$ cat src/rtl/bin2bcd_pkg.sv
// Shared constants for the sequential binary-to-BCD converter.
// Optional leading-zero blanking is enabled by BIN2BCD_BLANK_EN.
package bin2bcd_pkg;

  localparam logic [1:0] S_IDLE  = 2'd0;
  localparam logic [1:0] S_SHIFT = 2'd1;
  localparam logic [1:0] S_DONE  = 2'd2;

  localparam int BCD_DIGIT_W = 4;

  localparam logic [BCD_DIGIT_W-1:0] ADD3_THRESH = 4'd5;

endpackage

$ cat src/rtl/bcd_digit_adj.sv
// Double-dabble digit correction: add 3 to a digit of 5 or more
// so that the following left shift carries correctly into the next digit.
module bcd_digit_adj
  import bin2bcd_pkg::*;
(
  input  logic [BCD_DIGIT_W-1:0] d_i,
  output logic [BCD_DIGIT_W-1:0] d_o
);

  assign d_o = (d_i >= ADD3_THRESH) ? d_i + 4'd3 : d_i;

endmodule

$ cat src/rtl/bin2bcd_seq.sv
// Iterative double-dabble binary-to-BCD converter, one bit per clock.
// Leading-zero blank mask generated only when BIN2BCD_BLANK_EN is defined.
module bin2bcd_seq
  import bin2bcd_pkg::*;
#(
  parameter int WIDTH  = 8,
  parameter int DIGITS = 3
) (
  input  logic                          clk,
  input  logic                          rst,
  input  logic                          start,
  input  logic [WIDTH-1:0]              bin,
  output logic                          busy,
  output logic                          done,
  output logic [BCD_DIGIT_W*DIGITS-1:0] bcd,
  output logic                          ovf,
  output logic [DIGITS-1:0]             blank
);

  localparam int BW    = BCD_DIGIT_W * DIGITS;
  localparam int CW    = $clog2(WIDTH + 1);
  localparam int CAT_W = BW + WIDTH;

  logic [1:0]       state_q, state_d;
  logic [WIDTH-1:0] sr_q, sr_d;
  logic [BW-1:0]    scr_q, scr_d;
  logic             oscr_q, oscr_d;
  logic [CW-1:0]    cnt_q, cnt_d;
  logic             busy_q, busy_d;
  logic             done_q, done_d;
  logic [BW-1:0]    bcd_q, bcd_d;
  logic             ovf_q, ovf_d;

  logic [BW-1:0]    adj;
  logic [CAT_W-1:0] cat;

  for (genvar g = 0; g < DIGITS; g++) begin : g_adj
    bcd_digit_adj u_adj (
      .d_i (scr_q[g*BCD_DIGIT_W +: BCD_DIGIT_W]),
      .d_o (adj[g*BCD_DIGIT_W +: BCD_DIGIT_W])
    );
  end

  always_comb begin
    state_d = state_q;
    sr_d    = sr_q;
    scr_d   = scr_q;
    oscr_d  = oscr_q;
    cnt_d   = cnt_q;
    bcd_d   = bcd_q;
    ovf_d   = ovf_q;
    cat     = {adj, sr_q} << 1;
    unique case (state_q)
      S_IDLE, S_DONE: begin
        if (start) begin
          sr_d    = bin;
          scr_d   = '0;
          oscr_d  = 1'b0;
          cnt_d   = CW'(WIDTH);
          state_d = S_SHIFT;
        end else begin
          state_d = S_IDLE;
        end
      end
      S_SHIFT: begin
        scr_d  = cat[CAT_W-1:WIDTH];
        sr_d   = cat[WIDTH-1:0];
        // bit pushed out of the top digit means value >= 10^DIGITS
        oscr_d = oscr_q | adj[BW-1];
        cnt_d  = cnt_q - CW'(1);
        if (cnt_q == CW'(1)) begin
          bcd_d   = scr_d;
          ovf_d   = oscr_d;
          state_d = S_DONE;
        end
      end
      default: state_d = S_IDLE;
    endcase
    busy_d = (state_d == S_SHIFT);
    done_d = (state_d == S_DONE);
  end

  always_ff @(posedge clk or posedge rst) begin
    if (rst) begin
      state_q <= S_IDLE;
      sr_q    <= '0;
      scr_q   <= '0;
      oscr_q  <= 1'b0;
      cnt_q   <= '0;
      busy_q  <= 1'b0;
      done_q  <= 1'b0;
      bcd_q   <= '0;
      ovf_q   <= 1'b0;
    end else begin
      state_q <= state_d;
      sr_q    <= sr_d;
      scr_q   <= scr_d;
      oscr_q  <= oscr_d;
      cnt_q   <= cnt_d;
      busy_q  <= busy_d;
      done_q  <= done_d;
      bcd_q   <= bcd_d;
      ovf_q   <= ovf_d;
    end
  end

  assign busy = busy_q;
  assign done = done_q;
  assign bcd  = bcd_q;
  assign ovf  = ovf_q;

`ifdef BIN2BCD_BLANK_EN
  localparam logic [DIGITS-1:0] BLANK_RST = ~DIGITS'(1);

  logic [DIGITS-1:0] blank_q, blank_d;
  logic [DIGITS-1:0] blank_calc;
  logic              zero;
  logic              load;

  always_comb begin
    load       = (state_q == S_SHIFT) && (cnt_q == CW'(1));
    blank_calc = '0;
    zero       = 1'b1;
    // scan from the top digit down; units digit is never blanked
    for (int i = DIGITS - 1; i >= 1; i--) begin
      zero          = zero & (bcd_d[i*BCD_DIGIT_W +: BCD_DIGIT_W] == 4'd0);
      blank_calc[i] = zero & ~ovf_d;
    end
    blank_d = load ? blank_calc : blank_q;
  end

  always_ff @(posedge clk or posedge rst) begin
    if (rst) begin
      blank_q <= BLANK_RST;
    end else begin
      blank_q <= blank_d;
    end
  end

  assign blank = blank_q;
`else
  assign blank = '0;
`endif

endmodule

$ cat config.mk
export PLATFORM = sky130hd
export DESIGN_NAME = bin2bcd_seq
export DESIGN_NICKNAME = d
export VERILOG_FILES = /design/src/rtl/bin2bcd_pkg.sv /design/src/rtl/bcd_digit_adj.sv /design/src/rtl/bin2bcd_seq.sv
export SDC_FILE = /design/constraint.sdc
export NUM_CORES = 1
export LEC_CHECK = 0
export BUFFER_PORTS_ARGS = -buffer_cell sky130_fd_sc_hd__clkbuf_2
export CAP_MARGIN = 10
export CORE_MARGIN = 8
export CORE_UTILIZATION = 50
export DETAILED_ROUTE_END_ITERATION = 16
export GPL_ROUTABILITY_DRIVEN = 0
export GPL_TIMING_DRIVEN = 1
export HOLD_SLACK_MARGIN = 0.06
export PLACE_DENSITY = 0.75
export SETUP_SLACK_MARGIN = 0.02
export SLEW_MARGIN = 30
export SYNTH_ARGS = -nofsm -noshare
export SYNTH_HDL_FRONTEND = slang
export SYNTH_SLANG_ARGS = --single-unit
$ cat constraint.sdc
create_clock -name clk -period 1.5 [get_ports clk]
set_clock_uncertainty 0.1 [all_clocks]
set_input_delay 0.15 -clock clk [delete_from_list [all_inputs] [get_ports clk]]
set_output_delay 0.15 -clock clk [all_outputs]
set_load 0.01 [all_outputs]
==> Word level (Yosys, flattened, before mapping) <==
Index checks and enable logic that the tools add are counted.
{ "word_totals": {"latchBits": 0, "n_memories": 0, "wordCells": 42, "mem_bits_rw": 0, "inputBits": 11, "out_inout_bits": 18, "rom_bits": 0, "reg_bits": 42} }
{ "op_classes": {"magnitude_cmp": 3, "div": 0, "reduce_logical": 5, "add_sub_neg": 4, "mul": 0, "n_bitwise": 1, "n_shift": 0, "eq_ne": 6, "muxes": 14} }
{ "ops": {"columns": ["cell", "n"], "rows": [
  ["$pmux 12 s2", 1],
  ["$mux 4", 4],
  ["$pmux 8 s2", 1],
  ["$add 4x2->4 const B", 3],
  ["$ge 4x3->1 const B", 3],
  ["$mux 12", 1],
  ["$mux 8", 1],
  ["$pmux 4 s2", 1],
  ["$eq 2x1->1 const B", 2],
  ["$eq 2x2->1 const B", 2],
  ["$eq 4x1->1 const B", 1],
  ["$pmux 2 s2", 1],
  ["$reduce_and 2->1", 2],
  ["$sub 4x1->4 const B", 1],
  ["$logic_not 2->1", 1],
  ["$mux 1", 2],
  ["$mux 2", 1],
  ["$ne 2x2->1 const B", 1],
  ["$pmux 1 s2", 1],
  ["$reduce_bool 2->1", 1],
  ["$reduce_or 2->1", 1],
  ["$or 1x1->1", 1]
]} }

==> Depth between registers and ports, before layout <==
Gate-level depths: netlist (run 1).
{ "logic_depth": {"depth_word": 4, "mapped_depth": 7, "ltp_nobuf": 7} }

==> Cells and area by module <==
From an unflattened synthesis (run 1), not the netlist that was laid out.
{ "unflattened": {"hier_cells": 178, "area_unflattened_um2": 2016.9} }
{ "by_module_without_submodules": {"columns": ["module", "area_per_inst_um2", "n_inst", "cells_each"], "rows": [
  ["bin2bcd_seq", 1712.9, 1, 130],
  ["bcd_digit_adj", 101.3, 3, 16]
]} }

==> Worst setup path after synthesis (run 1) <==
OpenSTA, ideal clock, no wires.
{ "synth_path": {"path_kind": "register -> register", "start": "register cnt_q[1]", "end": "register bcd_q[10] (netlist: bcd[10])", "setup_slack_ns": -0.022, "arrival_ns": 1.296, "path_buffers": 0, "stages_incl_launch_ff": 7, "path_cell_list": "dfrtp_1 inv_1 ha_1 nor3b_2 nand2_2 inv_4 mux2_4"} }
{ "synth_between": {"elab_chain_len": 2} }
{ "synth_lines": {"columns": ["item", "line_no", "source"], "rows": [
  ["start: declaration", "bin2bcd_seq.sv:28", "logic [CW-1:0] cnt_q, cnt_d;"],
  ["start signal: assignment", "bin2bcd_seq.sv:99", "cnt_q <= cnt_d;"],
  ["$eq 4x1->1", "bin2bcd_seq.sv:71", "if (cnt_q == CW'(1)) begin"],
  ["$reduce_and 2->1 (no line)", null, null],
  ["end signal: assignment", "bin2bcd_seq.sv:92", "bcd_q <= '0;"],
  ["end signal: assignment", "bin2bcd_seq.sv:102", "bcd_q <= bcd_d;"],
  ["end: declaration", "bin2bcd_seq.sv:31", "logic [BW-1:0] bcd_q, bcd_d;"]
]} }
Every way passes these cells.
A chain may end at the register's enable or synchronous reset.

==> Worst setup path in the final report (run 1) <==
{ "layout_path": {"start": "register cnt_q[1]", "end": "register bcd_q[5] (netlist: bcd[5])"} }
The elaborated chain is that of the path after synthesis.

==> results of run 1 <==
power groups by stage:
stage | logic [mW] | registers [mW] | clock network (mW)
after floorplan | 1.69 | 2.08 | 0
after global placement | 2.63 | 2.05 | 0
after detailed placement | 2.72 | 2.06 | 0
after CTS | 2.93 | 2.06 | 0.767
after global routing | 3.43 | 2.16 | 0.823
final | 3.09 | 2.08 | 0.754
synth_stat cells (all sizes together):
master / instances / area [sq um]
conb: 1 / 3.75
a211oi: 1 / 7.51
xnor2: 3 / 26.3
clkbuf: 1 / 3.75
a31oi: 1 / 6.26
and2b: 1 / 7.51
ha: 8 / 100
nand3: 4 / 20.0
a22o: 8 / 73.8
nor3: 4 / 20.0
nand2b: 5 / 38.8
nor2: 3 / 13.8
nor2b: 1 / 6.26
mux2i: 3 / 30.0
inv: 11 / 43.8
o21ai: 19 / 95.1
mux2: 6 / 90.1
nor3b: 7 / 57.6
dfrtp: 42 / 1050
nand2: 32 / 123
buf: 9 / 57.6
a22oi: 7 / 52.6
a21oi: 10 / 83.8
worst max-delay path: cells and delay by family (launching register included):
kind | cells | cell delay [ns]
mux | 1 | 0.30
flops | 1 | 0.40
buf+inv | 2 | 0.20
simple gates | 2 | 0.32
fa+ha+maj | 1 | 0.11
layer usage:
| layer | GRT usage [%] | wire [um] | share of wire, % |
|---|---|---|---|
| met3 | 4.62 | 192 | 4.4 |
| met1 | 18.3 | 1920 | 44 |
| met4 | 6.11 | 103 | 2.4 |
| met5 | 0 | 0 | 0 |
| met2 | 24.2 | 2130 | 49 |
repair_timing:
action	4_1_cts	5_1_grt
endpoints found under the setup margin	16	23
resized for setup	14	20
cloned	1	0
pin swaps	6	5
hold buffers	9	0
setup buffers	3	2
hold endpoints to repair	50	0
final cells by class:
class	instances	area [sq um]
tap	50	62.6
timing repair buffer	62	454
fill	294	1260
multi-input combinational	126	971
clock inverter	1	5.00
timing repair inverter	1	6.26
inverter	11	46.3
sequential	42	1050
clock buffer	7	86.3
sequential cells by signal, summed over array words and instances, names as in the netlist:
| register | cells |
|---|---|
| busy | 1 |
| sr_q | 8 |
| ovf | 1 |
| done | 1 |
| cnt_q | 4 |
| state_q | 2 |
| oscr_q | 1 |
| scr_q | 12 |
| bcd | 12 |
stage by stage:
stage | std cells | area, sq um | worst slack [ns] | util, % | TNS (ns)
after floorplan | 189 | 2030 | -0.0195 | - | -0.117
after global placement | 277 | 2350 | -0.0553 | 59.6 | -0.340
after detailed placement | 277 | 2350 | -0.0834 | 59.6 | -0.599
after CTS | 298 | 2620 | -0.0532 | 66.3 | -0.311
after global routing | 300 | 2680 | -0.0860 | 68.0 | -0.930
final | 300 | 2680 | -0.0406 | 68.0 | -0.195
path summary, 6_finish.rpt:
kind / startpoint / to / slack [ns]
setup / recovery: cnt_q[1]$_DFFE_PP0P_ / bcd[5]$_DFFE_PP0P_ / -0.04
hold / removal: start / busy$_DFF_PP0_ / 0.10
setup reg to reg: cnt_q[1]$_DFFE_PP0P_ / bcd[5]$_DFFE_PP0P_ / -0.04
hold reg to reg: bcd[0]$_DFFE_PP0P_ / bcd[0]$_DFFE_PP0P_ / 0.38
max in group asynchronous: rst / bcd[1]$_DFFE_PP0P_ / 0.77
min in group asynchronous: rst / cnt_q[2]$_DFFE_PP0P_ / 0.33
cell families (layout without fill, tap and decap cells):
group / count (synthesis) / in the layout / synth area share, %
simple gates: 57 / 57 / 14.2
compound gates: 46 / 46 / 15.9
flops: 42 / 42 / 52.2
buf+inv: 21 / 82 / 5.22
mux: 9 / 9 / 5.97
fa+ha+maj: 8 / 8 / 4.98
xor+xnor: 3 / 3 / 1.31
other cells: 1 / 3 / 0.186
==> impl_metrics.tcl, run 1 <==
set metrics [dict create \
    violations "setup timing" \
    crit_required_ns 1.58 \
    leakage_nw 1.30 \
    syn_inst 187 \
    core-area_sq_mm 0.00394 \
    worstPathMaxFanout 5 \
    cap_violations 0 \
    pwr-share-comb_pct 52.2 \
    fp.dieH_um 79.4 \
    r2r_cells 6 \
    yosysWarnings 0 \
    rows 23 \
    clock_path_buffers 2 \
    endpoint_kind "flip-flop" \
    final_cell_mix "42 x dfrtp_1, 31 x nand2_1, 25 x clkbuf_2, 25 x buf_4, 10 x o21ai_1" \
    post-route-drc-count 0 \
    cts.sinks 42 \
    num_antenna_cells 0 \
    max_freq_ghz 0.649 \
    grtUsageTotal_pct 15.0 \
    cts_made_buffers 5 \
    rsz0062_at_grt "true" \
    internal_power_mw 3.62 \
    post-route-min-period_ns 1.54 \
    ant_nets 0 \
    grt_overflow 0 \
    synthDistinctLibCells 32 \
    layout_commonest_cell "dfrtp_1" \
    syn_area_sq_mm 0.00201 \
    cts_tree "yes" \
    postRouteWirelength_um 4350 \
    root_buffer "clkbuf_8" \
    clk_latency_ns 0.30 \
    p_total_mw 5.92 \
    drive_gt1_share_pct 40.0 \
    hold_path.class "in -> reg" \
    via_per_inst 5.14 \
    maxSlewViolCount 0 \
    antenna_found_initial 0 \
    grt_pass1_vias 1592 \
    die_w_um 79.4 \
    initial_core_util_pct 51.0 \
    grt_pass1_wl_um 7540 \
    grt_max_degree 43 \
    post-route-period-util_pct 103 \
    fin_ws_ns -0.0406 \
    fin_nets 268 \
    path_clk_slew_ns 0.07 \
    sw_frac_of_total_pct 38.8 \
    pwr-share-clk_pct 12.7 \
    die-area_sq_mm 0.00631 \
    h-tree-depth 2 \
    worstPathCellList "inv_2 -> ha_4 -> nor3b_4 -> nand2_2 -> clkinv_4 -> mux2_4" \
    ioPinCount 29 \
    synth_area_per_cell_sq_um 10.8 \
    vias 1541 \
    cp.arrival_ns 1.62 \
    slowest_stage "dfrtp_1" \
    synth_seq_area_share_pct 52.2 \
    seqPwrFrac_pct 35.1 \
    start_kind "flip-flop" \
    outcome "complete, but fails checks" \
    setup_viol 7 \
    worstSetupPathType "reg -> reg" \
    firstDrtPassIters 4 \
    hold_viol_final 0 \
    vdd_drop_max_v 0.00127 \
    hold_depth 3 \
    port_buffers 25 \
    powerDensity_mw_per_mm2 2210 \
    drtIter0Drc 94 \
    hpwlAfterDp_um 2910 \
    p_sw_mw 2.30 \
    hold_ws_ns 0.101 \
    area_growth_pct 33.3 \
    critPathMaxStageDelay_ns 0.40 \
    synth_seq_cells 42 \
    wl_per_cell_um 14.5 \
]
No activity file was read; power rests on OpenSTA's default activity.
==> run 2: changes to the inputs <==
==> constraint.sdc (replaced) <==
create_clock -name clk -period 1.5 [get_ports clk]
set_clock_uncertainty 0.1 [all_clocks]
set_input_delay 0.075 -clock clk [delete_from_list [all_inputs] [get_ports clk]]
set_output_delay 0.075 -clock clk [all_outputs]
set_load 0.01 [all_outputs]
==> impl_metrics.tcl, run 2 (synthesis results as in run 1) <==
set metrics [dict create \
    fp.dieH_um 79.4 \
    num_antenna_cells 0 \
    endpoint_kind "flip-flop" \
    hpwlAfterDp_um 2880 \
    antenna_found_initial 0 \
    powerDensity_mw_per_mm2 2260 \
    design_area_sq_mm 0.00273 \
    ant_nets 0 \
    grt_pass1_vias 1596 \
    fillers 284 \
    leakage_nw 1.32 \
    hold_path.class "in -> async" \
    violations "setup timing" \
    grt_max_degree 43 \
    final_cell_mix "42 x dfrtp_1, 31 x nand2_1, 27 x buf_4" \
    max_freq_ghz 0.642 \
    path_clk_slew_ns 0.08 \
    fin_nets 270 \
    cts.sinks 42 \
    core-area_sq_mm 0.00394 \
    setup_viol 9 \
    drive_gt1_share_pct 42.5 \
    worstPathMaxFanout 5 \
    post-route-drc-count 0 \
    start_kind "flip-flop" \
    crit_required_ns 1.59 \
    firstDrtPassIters 4 \
    p_total_mw 6.17 \
    drtIter0Drc 119 \
    placed_cell_area_sq_mm 0.00234 \
    port_buffers 25 \
    tightest_slew_ns 0.531 \
    wl_per_cell_um 14.6 \
    via_per_inst 5.14 \
    postRouteWirelength_um 4400 \
    hold_viol_final 0 \
    vias 1552 \
    rsz0062_at_grt "true" \
    clk_latency_ns 0.30 \
    layout_commonest_cell "dfrtp_1" \
    regArea_sq_mm 0.00105 \
    grt_pass1_wl_um 7560 \
    multi_input_area_sq_um 998 \
    die_w_um 79.4 \
    post-route-min-period_ns 1.56 \
    cts_tree "yes" \
    grt_overflow 0 \
    rows 23 \
    cts_made_buffers 5 \
    cp.arrival_ns 1.64 \
    root_buffer "clkbuf_8" \
    slew-limit-headroom_pct 64.6 \
    fin_ws_ns -0.0578 \
    initial_core_util_pct 51.0 \
    h-tree-depth 2 \
    grtUsageTotal_pct 15.3 \
    ioPinCount 29 \
    cap_violations 0 \
    maxSlewViolCount 0 \
    outcome "complete, but fails checks" \
    die-area_sq_mm 0.00631 \
    worstSetupPathType "reg -> reg" \
    post-route-period-util_pct 104 \
    clock_path_buffers 2 \
    area_growth_pct 35.7 \
    vdd_drop_max_v 0.00124 \
]
[run 2: area by class of cell]
type / count / area share (%)
Sequential cell: 42 / 38.5
Multi-Input combinational cell: 126 / 36.6
Timing Repair Buffer: 64 / 16.8
Clock buffer: 5 / 2.52
Tap cell: 50 / 2.29
Inverter: 11 / 1.70
Clock inverter: 3 / 1.47
Timing Repair inverter: 1 / 0.137
[run 2: metal layers]
layer	track usage [%]	vias up	routed length, um
li1	-	762	-
met1	18.8	757	1920
met2	24.3	28	2210
met3	4.95	5	214
met4	5.56	0	59
met5	0	-	0
[run 2: worst paths after layout]
check	cells past startpoint	start	to	slack, ns
min in group clk	2	bcd[0]$_DFFE_PP0P_	bcd[0]$_DFFE_PP0P_	0.38
worst max-delay path	6	cnt_q[1]$_DFFE_PP0P_	bcd[10]$_DFFE_PP0P_	-0.06
worst min-delay path	4	rst	scr_q[1]$_DFFE_PP0P_	0.32
worst max register to register	6	cnt_q[1]$_DFFE_PP0P_	bcd[10]$_DFFE_PP0P_	-0.06
worst min register to register	2	bcd[0]$_DFFE_PP0P_	bcd[0]$_DFFE_PP0P_	0.38
max in group asynchronous	4	rst	cnt_q[1]$_DFFE_PP0P_	0.60
[run 2: critical path, stage by stage, from the launching register on]
cell and delay [ns]:
dfrtp_1 0.40, inv_2 0.08, ha_4 0.11, nor3b_4 0.21
nand2_2 0.14, clkinv_4 0.11, mux2_4 0.30
[run 2: power breakdown]
group	internal (mW)	leakage, nW	switching [mW]
sequential	1.64	0.528	0.442
combinational	1.69	0.733	1.50
clock	0.490	0.0579	0.403
[run 2: metrics by stage]
| stage | setup WS (ns) | utilization, % | cells | setup TNS (ns) | hold slack, ns |
|---|---|---|---|---|---|
| finish | -0.0578 | 69.2 | 302 | -0.312 | 0.324 |
| global route | -0.136 | 69.2 | 302 | -1.27 | 0.395 |
| CTS | -0.0683 | 66.3 | 299 | -0.419 | 0.344 |
| detailed placement | -0.103 | 59.3 | 277 | -0.714 | 0.119 |
| global placement | -0.0520 | 59.3 | 277 | -0.335 | 0.114 |
| floorplan | -0.0195 | - | 189 | -0.117 | 0.103 |
[run 2: repair_timing]
| action | in CTS | in global routing |
|---|---|---|
| setup buffers | 3 | 3 |
| hold buffers | 10 | 0 |
| pin swaps | 6 | 5 |
| resized for setup | 12 | 26 |
| setup endpoints to repair | 19 | 24 |
| gates cloned | 1 | 0 |
| hold endpoints to repair | 53 | 0 |
==> run 3: changes to the inputs <==
--- a/config.mk
+++ b/config.mk
@@ -5,6 +5,7 @@
 export SDC_FILE = /design/constraint.sdc
 export NUM_CORES = 1
 export LEC_CHECK = 0
+export ABC_AREA = 1
 export BUFFER_PORTS_ARGS = -buffer_cell sky130_fd_sc_hd__clkbuf_2
 export CAP_MARGIN = 10
 export CORE_MARGIN = 8
@@ -19,3 +20,4 @@
 export SYNTH_ARGS = -nofsm -noshare
 export SYNTH_HDL_FRONTEND = slang
 export SYNTH_SLANG_ARGS = --single-unit
+export TNS_END_PERCENT = 30
==> impl_metrics.tcl, run 3 <==
set metrics [dict create \
    outcome "finished clean" \
    crit_required_ns 1.65 \
    r2r_start "scr_q[0]$_DFFE_PP0P_" \
    drive_gt1_share_pct 28.5 \
    synth_common_cells "80 x nand2_1, 42 x dfrtp_1, 29 x nand3_1" \
    h-tree-depth 2 \
    drtIter0Drc 83 \
    tightest_slew_ns 0.518 \
    via_per_inst 4.98 \
    synth_seq_area_share_pct 52.5 \
    antenna_found_initial 0 \
    yosys_most_used_dff "dfrtp_1" \
    grt_pass1_vias 1704 \
    reg2reg_to "bcd[1]$_DFFE_PP0P_" \
    max_freq_ghz 0.710 \
    vias 1664 \
    postRouteWirelength_um 4500 \
    synth_edf_count 0 \
    post-route-drc-count 0 \
    cts.sinks 42 \
    ant_nets 0 \
    regToRegSetupSlack_ns 0.09 \
    die-area_sq_mm 0.00628 \
    rows 23 \
    busiest_layer "met2" \
    root_buffer "clkbuf_8" \
    layout_commonest_cell "nand2_1" \
    setup_viol 0 \
    worstPathMaxFanout 5 \
    met3_usage_pct 3.95 \
    cap_violations 0 \
    cp.arrival_ns 1.56 \
    die_w_um 79.3 \
    fp.dieH_um 79.3 \
    ioPinCount 29 \
    fin_nets 302 \
    firstDrtPassIters 4 \
    post-route-min-period_ns 1.41 \
    final_cell_mix "71 x nand2_1, 40 x dfrtp_1, 25 x nand3_1, 25 x clkbuf_2, 17 x inv_1" \
    synth_area_per_cell_sq_um 8.55 \
    clock_path_buffers 2 \
    synth_area_leaders "dfrtp_1 53%, nand2_1 15%, nand3_1 7.3%, ha_1 5.0%, inv_1 4.7%" \
    wl_per_cell_um 13.5 \
    placed_cell_area_sq_mm 0.00221 \
    design_area_sq_mm 0.00258 \
    use_met2_pct 25.4 \
    yosysMostFrequentCell "nand2_1" \
    grtUsageMet1_pct 17.0 \
    leakage_nw 1.35 \
    hpwlAfterDp_um 2860 \
    path_clk_slew_ns 0.08 \
    fin_setup_tns_ns 0 \
    rsz0062_at_grt "true" \
    post-route-period-util_pct 93.9 \
    r2r_cells 7 \
    syn_area_sq_mm 0.00200 \
    grtUsageTotal_pct 15.0 \
    yosysWarnings 0 \
    hold_viol_final 0 \
    core-area_sq_mm 0.00391 \
    powerDensity_mw_per_mm2 2310 \
    endpoint_kind "flip-flop" \
    initial_core_util_pct 51.1 \
    maxSlewViolCount 0 \
    clk_latency_ns 0.30 \
    cts_made_buffers 5 \
    yosysTopAreaCellShare_pct 52.5 \
    grt_max_degree 43 \
    synthDistinctLibCells 23 \
    p_total_mw 5.94 \
    worstSetupPathType "reg -> reg" \
    yosys.area.top_type "dfrtp_1" \
    slew-limit-headroom_pct 65.5 \
    crit_start "scr_q[0]$_DFFE_PP0P_" \
    synth_seq_cells 42 \
    grt_pass1_wl_um 7400 \
    num_antenna_cells 0 \
    vdd_drop_max_v 0.00106 \
    cts_tree "yes" \
    synthArstFlopShare_pct 100 \
    fillers 320 \
    syn_inst 234 \
    area_growth_pct 28.8 \
    grt_overflow 0 \
    hold_path.class "in -> async" \
    start_kind "flip-flop" \
    port_buffers 25 \
]
==> run 3: metal layers <==
metal | routed length [um] | part of all wire [%]
met1 | 1970 | 44
met5 | 0 | 0
met3 | 240 | 5.3
met4 | 81 | 1.8
met2 | 2210 | 49
==> run 3: metrics by stage <==
| stage | hold slack (ns) | utilization [%] | cells | setup slack (ns) |
|---|---|---|---|---|
| CTS | 0.351 | 62.8 | 331 | 0.0364 |
| finish | 0.317 | 65.9 | 334 | 0.0919 |
| global placement | 0.111 | 56.4 | 313 | 0.0373 |
| floorplan | 0.102 | - | 236 | 0.0950 |
| global route | 0.403 | 65.9 | 334 | -0.00273 |
| detailed placement | 0.120 | 56.4 | 313 | -0.0223 |
==> run 3: kinds of logic (layout without fill, tap and decap cells) <==
family,Yosys count,after routing,synth area share [%]
AO/OA/AOI/OAI,30,30,8.51
XOR/XNOR,1,1,0.438
adder cells (fa/ha/maj),8,8,5.00
buffers and inverters,36,84,8.44
flip-flops,42,42,52.5
other,1,3,0.187
AND/OR/NAND/NOR,116,116,24.9
==> run 3: what timing repair did <==
action / 4_1_cts / 5_1_grt
hold endpoints to repair: 51 / 0
endpoints found under the setup margin: 16 / 16
setup buffers: 0 / 3
pin swaps: 0 / 9
gates resized for setup: 5 / 31
hold buffers: 10 / 0
==> run 3: critical path, cell delays in order (launching register included) <==
cell	delay [ns]
dfrtp_2	0.45
buf_6	0.13
ha_4	0.15
o21ai_4	0.16
nand2_2	0.12
nand2_2	0.11
nand3_2	0.06
nand2_1	0.06
==> run 3: worst max path at each step <==
stage               cells past startpoint               endpoint
finish                                  7     bcd[1]$_DFFE_PP0P_
global placement                        8     bcd[1]$_DFFE_PP0P_
detailed placement                      8     bcd[2]$_DFFE_PP0P_
floorplan                               8   scr_q[1]$_DFFE_PP0P_
global route                            8   scr_q[1]$_DFFE_PP0P_
CTS                                    10  scr_q[10]$_DFFE_PP0P_
==> run 3: final cells by class <==
class	instances	area, sq um	area share [%]
Clock buffer	6	82.6	3.20
Clock inverter	2	60.1	2.33
Inverter	29	114	4.42
Multi-Input combinational cell	158	886	34.4
Sequential cell	42	1050	40.9
Tap cell	50	62.6	2.43
Timing Repair Buffer	47	319	12.4
==> run 3: power breakdown <==
part           internal, mW  switching (mW)  leakage [nW]  total [mW]
sequential             1.66           0.353         0.522        2.01
combinational          1.11            1.71         0.753        2.83
clock                 0.710           0.399        0.0714        1.11
